### src/rtl/uart_pkt_pkg.sv
// Shared definitions for the UART packet receiver: FSM encodings, default SOF marker
// and the bit positions of the error vector.
package uart_pkt_pkg;

    localparam logic [2:0] ST_IDLE    = 3'd0;
    localparam logic [2:0] ST_LEN     = 3'd1;
    localparam logic [2:0] ST_PAYLOAD = 3'd2;
    localparam logic [2:0] ST_CHECK   = 3'd3;
    localparam logic [2:0] ST_DELIVER = 3'd4;

    localparam logic [7:0] SOF_DEFAULT = 8'hA5;

    // Bit positions within the registered error-pulse vector
    localparam int unsigned ERR_LEN     = 0;
    localparam int unsigned ERR_CHK     = 1;
    localparam int unsigned ERR_BYTE    = 2;
    localparam int unsigned ERR_TIMEOUT = 3;
    localparam int unsigned ERR_OVERRUN = 4;
    localparam int unsigned ERR_W       = 5;

endpackage

### src/rtl/uart_packet_rx_if.sv
// Byte stream from the UART receiver plus the valid/ready payload stream to the host.
interface uart_packet_rx_if;

    logic       byte_valid;
    logic [7:0] byte_data;
    logic [2:0] byte_err;
    logic       out_valid;
    logic       out_ready;
    logic [7:0] out_data;
    logic       out_last;

    modport slave (
        input  byte_valid, byte_data, byte_err, out_ready,
        output out_valid, out_data, out_last
    );

    modport master (
        output byte_valid, byte_data, byte_err, out_ready,
        input  out_valid, out_data, out_last
    );

endinterface

### src/rtl/uart_pkt_buf.sv
// Payload buffer: synchronous write, asynchronous read, storage is not reset.
module uart_pkt_buf #(
    parameter  int unsigned MAX_LEN = 16,
    localparam int unsigned AW      = $clog2(MAX_LEN + 1),
    localparam int unsigned IW      = (MAX_LEN > 1) ? $clog2(MAX_LEN) : 1
) (
    input  logic          clk,
    input  logic          wr_en,
    input  logic [AW-1:0] wr_addr,
    input  logic [7:0]    wr_data,
    input  logic [AW-1:0] rd_addr,
    output logic [7:0]    rd_data_c
);

    logic [7:0] mem [MAX_LEN];

    always_ff @(posedge clk) begin
        if (wr_en) mem[IW'(wr_addr)] <= wr_data;
    end

    assign rd_data_c = mem[IW'(rd_addr)];

endmodule

### src/rtl/uart_packet_rx.sv
// Frames UART bytes into SOF/LEN/payload/CHK packets, verifies them and replays
// good payloads to the host; bad packets are dropped with a one-cycle error pulse.
module uart_packet_rx
    import uart_pkt_pkg::*;
#(
    parameter int unsigned MAX_LEN     = 16,
    parameter logic [7:0]  SOF_BYTE    = SOF_DEFAULT,
    parameter int unsigned TIMEOUT_CYC = 100000
) (
    input  logic              clock,
    input  logic              reset_n,
    uart_packet_rx_if.slave   bus,
    output logic              busy,
    output logic              err_len,
    output logic              err_chk,
    output logic              err_byte,
    output logic              err_timeout,
    output logic              err_overrun,
    output logic [15:0]       pkt_count
);

    localparam int unsigned AW        = $clog2(MAX_LEN + 1);
    localparam int unsigned TW        = $clog2(TIMEOUT_CYC + 1);
    localparam logic [7:0]  MAX_LEN_B = 8'(MAX_LEN);
    localparam logic [TW-1:0] TMO_LIM = TW'(TIMEOUT_CYC);

    logic [2:0]       state_q, state_d;
    logic [AW-1:0]    len_q, len_d, wr_idx_q, wr_idx_d, rd_idx_q, rd_idx_d, rd_addr_c;
    logic [7:0]       chk_q, chk_d, out_data_q, out_data_d, rd_data_c;
    logic             out_valid_q, out_valid_d, out_last_q, out_last_d, busy_q, busy_d;
    logic [TW-1:0]    tmo_q, tmo_d, tmo_inc_c;
    logic [ERR_W-1:0] err_q, err_d;
    logic [15:0]      pkt_q, pkt_d;
    logic             wr_en_c, accept_c, bad_byte_c, in_pkt_c;

    uart_pkt_buf #(.MAX_LEN(MAX_LEN)) u_buf (
        .clk       (clock),
        .wr_en     (wr_en_c),
        .wr_addr   (wr_idx_q),
        .wr_data   (bus.byte_data),
        .rd_addr   (rd_addr_c),
        .rd_data_c (rd_data_c)
    );

    always_ff @(posedge clock or negedge reset_n) begin
        if (!reset_n) state_q <= ST_IDLE;
        else          state_q <= state_d;
    end

    always_comb begin
        state_d     = state_q;
        len_d       = len_q;
        chk_d       = chk_q;
        wr_idx_d    = wr_idx_q;
        rd_idx_d    = rd_idx_q;
        out_valid_d = out_valid_q;
        out_data_d  = out_data_q;
        out_last_d  = out_last_q;
        pkt_d       = pkt_q;
        err_d       = '0;
        wr_en_c     = 1'b0;
        rd_addr_c   = AW'(rd_idx_q + 1'b1);

        accept_c   = bus.byte_valid && (bus.byte_err == 3'b000);
        bad_byte_c = bus.byte_valid && (bus.byte_err != 3'b000);
        in_pkt_c   = (state_q == ST_LEN) || (state_q == ST_PAYLOAD) || (state_q == ST_CHECK);
        tmo_inc_c  = (tmo_q == TMO_LIM) ? tmo_q : TW'(tmo_q + 1'b1);
        tmo_d      = (in_pkt_c && !bus.byte_valid) ? tmo_inc_c : '0;

        case (state_q)
            ST_IDLE: begin
                if (accept_c && bus.byte_data == SOF_BYTE) state_d = ST_LEN;
            end
            ST_LEN: begin
                if (accept_c) begin
                    if (bus.byte_data == 8'h00 || bus.byte_data > MAX_LEN_B) begin
                        err_d[ERR_LEN] = 1'b1;
                        state_d        = ST_IDLE;
                    end else begin
                        len_d    = AW'(bus.byte_data);
                        chk_d    = bus.byte_data;
                        wr_idx_d = '0;
                        state_d  = ST_PAYLOAD;
                    end
                end
            end
            ST_PAYLOAD: begin
                if (accept_c) begin
                    wr_en_c  = 1'b1;
                    chk_d    = chk_q ^ bus.byte_data;
                    wr_idx_d = AW'(wr_idx_q + 1'b1);
                    if (wr_idx_d == len_q) state_d = ST_CHECK;
                end
            end
            ST_CHECK: begin
                // First payload byte is preloaded so out_valid rises one clock after CHK
                if (accept_c) begin
                    if (bus.byte_data == chk_q) begin
                        rd_idx_d    = '0;
                        rd_addr_c   = '0;
                        out_valid_d = 1'b1;
                        out_data_d  = rd_data_c;
                        out_last_d  = (len_q == AW'(1));
                        state_d     = ST_DELIVER;
                    end else begin
                        err_d[ERR_CHK] = 1'b1;
                        state_d        = ST_IDLE;
                    end
                end
            end
            ST_DELIVER: begin
                if (bus.byte_valid) err_d[ERR_OVERRUN] = 1'b1;
                if (out_valid_q && bus.out_ready) begin
                    if (out_last_q) begin
                        out_valid_d = 1'b0;
                        out_last_d  = 1'b0;
                        out_data_d  = 8'h00;
                        pkt_d       = 16'(pkt_q + 1'b1);
                        state_d     = ST_IDLE;
                    end else begin
                        rd_idx_d   = AW'(rd_idx_q + 1'b1);
                        out_data_d = rd_data_c;
                        out_last_d = (AW'(rd_idx_q + 1'b1) == AW'(len_q - 1'b1));
                    end
                end
            end
            default: state_d = ST_IDLE;
        endcase

        // A byte landing on the expiry cycle keeps the packet alive
        if (in_pkt_c && !bus.byte_valid && tmo_inc_c == TMO_LIM) begin
            err_d[ERR_TIMEOUT] = 1'b1;
            state_d            = ST_IDLE;
        end

        if (bad_byte_c && state_q != ST_DELIVER) begin
            err_d[ERR_BYTE] = 1'b1;
            state_d         = ST_IDLE;
        end

        busy_d = (state_d != ST_IDLE);
    end

    // Datapath and output registers
    always_ff @(posedge clock or negedge reset_n) begin
        if (!reset_n) begin
            len_q       <= '0;
            chk_q       <= '0;
            wr_idx_q    <= '0;
            rd_idx_q    <= '0;
            tmo_q       <= '0;
            out_valid_q <= 1'b0;
            out_data_q  <= '0;
            out_last_q  <= 1'b0;
            busy_q      <= 1'b0;
            err_q       <= '0;
            pkt_q       <= '0;
        end else begin
            len_q       <= len_d;
            chk_q       <= chk_d;
            wr_idx_q    <= wr_idx_d;
            rd_idx_q    <= rd_idx_d;
            tmo_q       <= tmo_d;
            out_valid_q <= out_valid_d;
            out_data_q  <= out_data_d;
            out_last_q  <= out_last_d;
            busy_q      <= busy_d;
            err_q       <= err_d;
            pkt_q       <= pkt_d;
        end
    end

    assign bus.out_valid = out_valid_q;
    assign bus.out_data  = out_data_q;
    assign bus.out_last  = out_last_q;
    assign busy          = busy_q;
    assign err_len       = err_q[ERR_LEN];
    assign err_chk       = err_q[ERR_CHK];
    assign err_byte      = err_q[ERR_BYTE];
    assign err_timeout   = err_q[ERR_TIMEOUT];
    assign err_overrun   = err_q[ERR_OVERRUN];
    assign pkt_count     = pkt_q;

endmodule

### src/flat_wrapper.sv
// flat-port wrapper written by rule: the top's interface ports become plain ports
module uart_packet_rx_flat import uart_pkt_pkg::*;
#(
    parameter int unsigned MAX_LEN     = 16,
    parameter logic [7:0]  SOF_BYTE    = SOF_DEFAULT,
    parameter int unsigned TIMEOUT_CYC = 100000
)
  (clock, reset_n, busy, err_len, err_chk, err_byte, err_timeout, err_overrun, pkt_count, bus_byte_valid, bus_byte_data, bus_byte_err, bus_out_ready, bus_out_valid, bus_out_data, bus_out_last);
  uart_packet_rx_if bus_i ();
  input  logic clock;
  input  logic reset_n;
  output logic busy;
  output logic err_len;
  output logic err_chk;
  output logic err_byte;
  output logic err_timeout;
  output logic err_overrun;
  output logic [15:0] pkt_count;
  input wire logic [$bits(bus_i.byte_valid)-1:0] bus_byte_valid;
  input wire logic [$bits(bus_i.byte_data)-1:0] bus_byte_data;
  input wire logic [$bits(bus_i.byte_err)-1:0] bus_byte_err;
  input wire logic [$bits(bus_i.out_ready)-1:0] bus_out_ready;
  output wire logic [$bits(bus_i.out_valid)-1:0] bus_out_valid;
  output wire logic [$bits(bus_i.out_data)-1:0] bus_out_data;
  output wire logic [$bits(bus_i.out_last)-1:0] bus_out_last;
  assign bus_i.byte_valid = bus_byte_valid;
  assign bus_i.byte_data = bus_byte_data;
  assign bus_i.byte_err = bus_byte_err;
  assign bus_i.out_ready = bus_out_ready;
  assign bus_out_valid = bus_i.out_valid;
  assign bus_out_data = bus_i.out_data;
  assign bus_out_last = bus_i.out_last;
  uart_packet_rx #(.MAX_LEN(MAX_LEN), .SOF_BYTE(SOF_BYTE), .TIMEOUT_CYC(TIMEOUT_CYC)) u_core (.clock(clock), .reset_n(reset_n), .bus(bus_i), .busy(busy), .err_len(err_len), .err_chk(err_chk), .err_byte(err_byte), .err_timeout(err_timeout), .err_overrun(err_overrun), .pkt_count(pkt_count));
endmodule
### config.mk
export PLATFORM = sky130hd
export DESIGN_NAME = uart_packet_rx_flat
export DESIGN_NICKNAME = d
export VERILOG_FILES = /design/src/rtl/uart_pkt_pkg.sv /design/src/rtl/uart_packet_rx_if.sv /design/src/rtl/uart_pkt_buf.sv /design/src/rtl/uart_packet_rx.sv /design/src/flat_wrapper.sv
export SDC_FILE = /design/constraint.sdc
export NUM_CORES = 1
export LEC_CHECK = 0
export BUFFER_PORTS_ARGS = -buffer_cell sky130_fd_sc_hd__buf_4
export CORE_UTILIZATION = 65
export CTS_CLUSTER_DIAMETER = 150
export DETAILED_ROUTE_END_ITERATION = 7
export PLACE_DENSITY = 0.84
export SYNTH_ARGS = -nofsm -noshare
export SYNTH_HDL_FRONTEND = slang
export SYNTH_SLANG_ARGS = --single-unit
export TNS_END_PERCENT = 30
### constraint.sdc
create_clock -name clock -period 7.2 [get_ports clock]
set_clock_uncertainty 0.15 [all_clocks]
set_input_delay 1.8 -clock clock [delete_from_list [all_inputs] [get_ports clock]]
set_output_delay 1.8 -clock clock [all_outputs]
set_load 0.05 [all_outputs]
* After elaboration in Yosys (flattened, before gate mapping) *
Memory sizes are Yosys's and may differ from the RTL's.
Cells that the tools add are included.

operators by class
  $add $sub $neg = 5
  order comparisons = 1
  equal/unequal tests = 20
  mux-type cells = 59
  bitwise logic cells = 2
  reductions and logical operators = 24

operator list
  kind                                                                      number
  8-bit 2-to-1 mux                                                          7
  5-bit 2-to-1 mux                                                          7
  17-bit == test (second input constant)                                    2
  17-bit 2-to-1 mux                                                         2
  8-bit case mux with 2 select lines                                        2
  3-bit 2-to-1 mux                                                          10
  1-bit 2-to-1 mux                                                          22
  5-bit case mux with 2 select lines                                        2
  17-bit by 1-bit adder with 17-bit output (second input constant)          1
  16-bit by 1-bit adder with 16-bit output (second input constant)          1
  3-bit case mux with 5 select lines                                        1
  4-bit 2-to-1 mux                                                          3
  5-bit by 1-bit adder with 5-bit output (second input constant)            2
  5-bit == test                                                             2
  2-bit by 1-bit inequality test with 1-bit output (second input constant)  5
  5-bit AND reduction                                                       2
  8-bit == test                                                             1
  8-bit == test (second input constant)                                     1
  8-bit by 5-bit > comparator with 1-bit output (second input constant)     1
  8-bit zero test                                                           1
  4-bit AND reduction                                                       2
  8-bit bitwise XOR                                                         1
  1-bit logical AND                                                         7
  3-bit by 2-bit == test with 1-bit output (second input constant)          2
  other kinds (15)                                                          24

storage, ports and cells
  register bits = 75
  RAM bits = 128
  input port bits = 15
  output and inout port bits = 32
  word-level logic and storage cells = 124
  memories kept = 1

memories
  memory            words  width  rd ports  clocked after Yosys merged registers in  write ports  RTL line            RTL
  u_core.u_buf.mem  16     8      1         0                                        1            uart_pkt_buf.sv:15  logic [7:0] mem [MAX_LEN];

* Depth between registers and ports, before layout *
  depth in word-level cells = 8
  depth in mapped cells = 9
  gate-level depth less buffers = 8

* Modules after synthesis *
Synthesis repeated with hierarchy kept, for this count alone.

unflattened totals
  cells, all modules = 627
  area, all modules = 9083.7 um2

modules (own cells, without submodules)
  module          instances  cells an instance  area an instance (um2)  sequential area each (um2)
  uart_pkt_buf    1          221                4987.3                  3843.7
  uart_packet_rx  1          406                4096.4                  1876.8

* Least setup slack after synthesis *
OpenSTA, ideal clock, no wires.

  kind = input to register
  from = input port bus_byte_err[1]
  to = memory u_core.u_buf.mem[2][0], enable pin
  library setup time = 0.398 ns
  data arrival time = 3.896 ns
  data required time = 6.652 ns
  setup slack = 2.756 ns
  stages on the path = 6
  buffers on the path = 2
  path through = nor3_1 > nand2_1 > or3_1 > clkbuf_1 > clkbuf_1 > nor4b_1

between the ends
  cells in the longest elaborated chain, start to end = 6

RTL lines
  item                                    RTL line              RTL
  from (decl)                             flat_wrapper.sv:21    input wire logic [$bits(bus_i.byte_err)-1:0] bus_byte_err;
  3-bit zero test                         uart_packet_rx.sv:64  accept_c = bus.byte_valid && (bus.byte_err == 3'b000);
  1-bit logical AND                       uart_packet_rx.sv:64
  1-bit 2-to-1 mux                        uart_packet_rx.sv:88  if (accept_c) begin
  1-bit 2-to-1 mux                        uart_packet_rx.sv:70  case (state_q)
  1-bit 2-to-1 mux                        uart_pkt_buf.sv:18    if (wr_en) mem[IW'(wr_addr)] <= wr_data;
  1-bit 2-to-1 mux (implied by the code)  uart_pkt_buf.sv:18
  to (decl)                               uart_pkt_buf.sv:15

No other way between the ends.

* Final worst setup path *
  from = input port bus_byte_err[1]
  to = register u_core.wr_idx_q[2]

between the ends
  cells in the longest elaborated chain, start to end = 4
  elaborated cells between the ends (all ways) = 5
  classes of those cells = eq/ne: 2; reduce/logical: 3

RTL lines
  item                                                        RTL line               RTL
  3-bit zero test *                                           uart_packet_rx.sv:64
  1-bit logical AND *                                         uart_packet_rx.sv:64
  2-bit by 1-bit inequality test with 1-bit output (no line)  n/a
  4-bit AND reduction (no line) *                             n/a
  to (signal assigned)                                        uart_packet_rx.sv:161  wr_idx_q <= wr_idx_d;
  to (decl)                                                   uart_packet_rx.sv:28   logic [AW-1:0] len_q, len_d, wr_idx_q, wr_idx_d, rd_idx_q, rd_idx_d, rd_addr_c;

Every way passes the cells marked *; elsewhere a longest branch is shown, timed or not.
A chain may end at the register's enable or synchronous reset.

==> flow_summary_export.csv <==
group,metric,value,unit
global_routing,grt_pass1_vias,6169,
place,post-dp-hpwl,12900,um
timing,setup_viol,0,
clocking,cts_sinks,203,
run,drv_cap,0,
pwr,max-vdd-ir-drop,214,uV
drt,vias,6264,
cells_and_area,layout-drive-gt1-share,16.2,%
cells_and_area,layout.cells.most_common,"edfxtp_1",
yosys,yosys_most_used_dff,"edfxtp_1",
drt,finalWirelength,20300,um
die,rows,42,
place,gp_congestion,0.875,
die,coreArea,0.0135,sq mm
global_routing,grtUsageTotal,29.3,%
timing,whs,0.322,ns
yosys,syn-mean-instance-area,12.7,sq um
drt,first_pass_iters,7,
cells_and_area,final_cell_area,0.0103,sq mm
pwr,p_per_area,229,mW/mm^2
setup_path,critical_path_class,"primary input to register",
yosys,syn_nets,744,
clocking,clk_latency,0.51,ns
min_path,min_delay_worst_endpoint,"u_core.bus.out_data[3]",
cells_and_area,final_cell_mix,"edfxtp_1 (128), dfrtp_1 (75), nand2_1 (71), nor2_1 (67), buf_4 (54)",
setup_path,crit_path_end_kind,"register",
timing,rsz0062_at_grt,"no",
setup_path,r2r_setup_slack,3.95,ns
status,status,"completed",
timing,fin_crit_sh,54.5,%
yosys,synth_edf_count,128,
yosys,async_flop_share,36.9,%
die,start_util,67.8,%
pwr,p_leak,3.87,nW
yosys,synth-seq-cells,203,
yosys,synth_area,0.00912,sq mm
setup_path,rr_worst_depth,7,
clocking,cts_buffers,22,
drt,drc,0,
timing,maxSlewViolCount,0,
clocking,htree_levels,1,
timing,fmax,255,MHz
drt,viasPerCell,6.56,
clocking,clockBufferDepth,3,
yosys,synth_seq_area_share,62.7,%
timing,min_period,3.92,ns
min_path,min_path_cells,2,
setup_path,setup.worst_path.start_class,"primary input",
global_routing,grt_pass1_wl,32500,um
cells_and_area,synthToLayoutAreaGrowth,13.1,%
setup_path,r2r-end,"u_core.bus.out_data[0]",
clocking,root_buffer,"clkbuf_16",
die,die_x,120,um
timing,max_slew_margin,16.5,%
min_path,min_from,"u_core.u_buf.mem[0][3]",
min_path,hp-class,"register to register",
die,die_height,120,um
place,place_area,0.00962,sq mm
global_routing,grt_max_degree,76,
drt,ant_nets,0,
clocking,cts.repair.resized,0,
place,portBuffers,46,
clocking,clk_pin_slew_worst_paths,0.06,ns
clocking,post-cts-setup-buffers,0,
cells_and_area,n_fill_cell,843,
timing,finalHoldViolCount,0,
clocking,cts_hold_buffers,0,
die,fp.dieArea,0.0145,sq mm
die,num_io_pins,47,
cells_and_area,diodes,0,
setup_path,arrival,4.17,ns
setup_path,cp_max_fo,19,
yosys,netlist_instances,719,
yosys,synth_warnings,0,
timing,tns,0,ns
global_routing,grt_overflow,0,
setup_path,r2r_start,"u_core.rd_idx_q[0]",
yosys,synth.distinct_cells,59,
drt,first_iter_violations,751,
cells_and_area,final_nets,788,
setup_path,required,7.45,ns
pwr,total_power,2.36,mW
timing,worstMarginPinSlew,1.25,ns
clocking,cts_tree,"done",
drt,wl_per_cell,21.3,um
global_routing,antenna_found_initial,0,
cells_and_area,utilization,76.7,%
## cell usage after synthesis (5+ instances only)
cell	number	area, sq um
edfxtp_1	128	3840
dfrtp_1	75	1880
nand2_1	71	267
nor2_1	67	251
xnor2_1	38	333
nor3_1	25	125
a21oi_1	24	120
nand3_1	23	115
clkbuf_1	22	82.6
xor2_1	18	158
o21ai_0	17	85.1
a221oi_1	15	131
mux2_2	14	158
and3_1	11	68.8
ha_1	10	125
inv_1	10	37.5
mux4_2	10	225
a31oi_1	9	56.3
mux2i_1	9	90.1
nand4_1	9	56.3
a311oi_1	8	70.1
nor4b_1	8	70.1
or3_1	8	50.1
a32o_1	7	70.1
buf_2	7	35.0
nor4_1	7	43.8
o221ai_1	7	61.3
and2_1	6	37.5
and4_1	6	52.6
nand2b_1	6	37.5
nor2b_1	5	31.3
nor3b_1	5	37.5
## per-layer routing
| layer | GRT usage [%] | wire [um] |
|---|---|---|
| met2 | 48.2 | 10200 |
| met3 | 4.91 | 1720 |
| met4 | 8.49 | 369 |
| met5 | 0 | 0 |
| met1 | 40.7 | 8040 |
## area by class of cell
cell class | count | area (sq um) | area share [%]
Clock buffer | 27 | 589 | 5.71
Tap cell | 176 | 220 | 2.14
Clock inverter | 13 | 106 | 1.03
Sequential cell | 203 | 5720 | 55.5
Timing Repair Buffer | 54 | 405 | 3.93
Inverter | 10 | 37.5 | 0.364
Multi-Input combinational cell | 472 | 3230 | 31.4
## critical path: stages
cell	delay, ns
buf_4	0.11
nor4b_1	0.66
nand2_1	0.18
or4_1	0.84
nand2_8	0.27
o21ai_0	0.11
a22o_1	0.20
## cell families (layout without fill, tap and decap cells)
family                   count (synthesis)  count (layout)  share of synthesized area [%]
XOR/XNOR                                56              56                           5.38
AND/OR/NAND/NOR                        274             274                           15.6
flip-flops                             203             203                           62.7
AO/OA/AOI/OAI                           99              99                           7.74
adder cells (fa/ha/maj)                 10              10                           1.37
multiplexers                            33              33                           5.19
buffers and inverters                   44             104                           2.04
## state kept, by name, summed over array words and instances (netlist names), 3 cells and up
| signal | count |
|---|---|
| u_core.bus.out_data | 8 |
| u_core.chk_q | 8 |
| u_core.err_q | 5 |
| u_core.len_q | 5 |
| u_core.pkt_count | 16 |
| u_core.rd_idx_q | 5 |
| u_core.state_q | 3 |
| u_core.tmo_q | 17 |
| u_core.u_buf.mem | 128 |
| u_core.wr_idx_q | 5 |
## stage by stage
step / std cells / setup WS, ns
after floorplan: 719 / 2.76
after global placement: 915 / 2.94
after detailed placement: 915 / 2.84
after CTS: 955 / 3.36
after global routing: 955 / 3.17
final: 955 / 3.28
## where the power goes
group,switching (mW),leakage [nW],internal [mW]
registers,0.00162,2.18,1.24
logic,0.0346,1.35,0.0109
clock network,0.447,0.337,0.620
## worst max path at each step
stage | slack (ns) | to | cells past startpoint | startpoint
final | 3.28 | u_core.wr_idx_q[2] | 7 | bus_byte_err[1]
after global routing | 3.17 | u_core.chk_q[4] | 7 | bus_byte_err[1]
after CTS | 3.36 | u_core.u_buf.mem[10][5] | 6 | bus_byte_err[1]
after detailed placement | 2.84 | u_core.wr_idx_q[2] | 7 | bus_byte_err[1]
after global placement | 2.94 | u_core.u_buf.mem[9][4] | 6 | bus_byte_err[1]
after floorplan | 2.76 | u_core.u_buf.mem[2][0] | 6 | bus_byte_err[1]
Note: power is estimated with default switching activity, not from simulation.
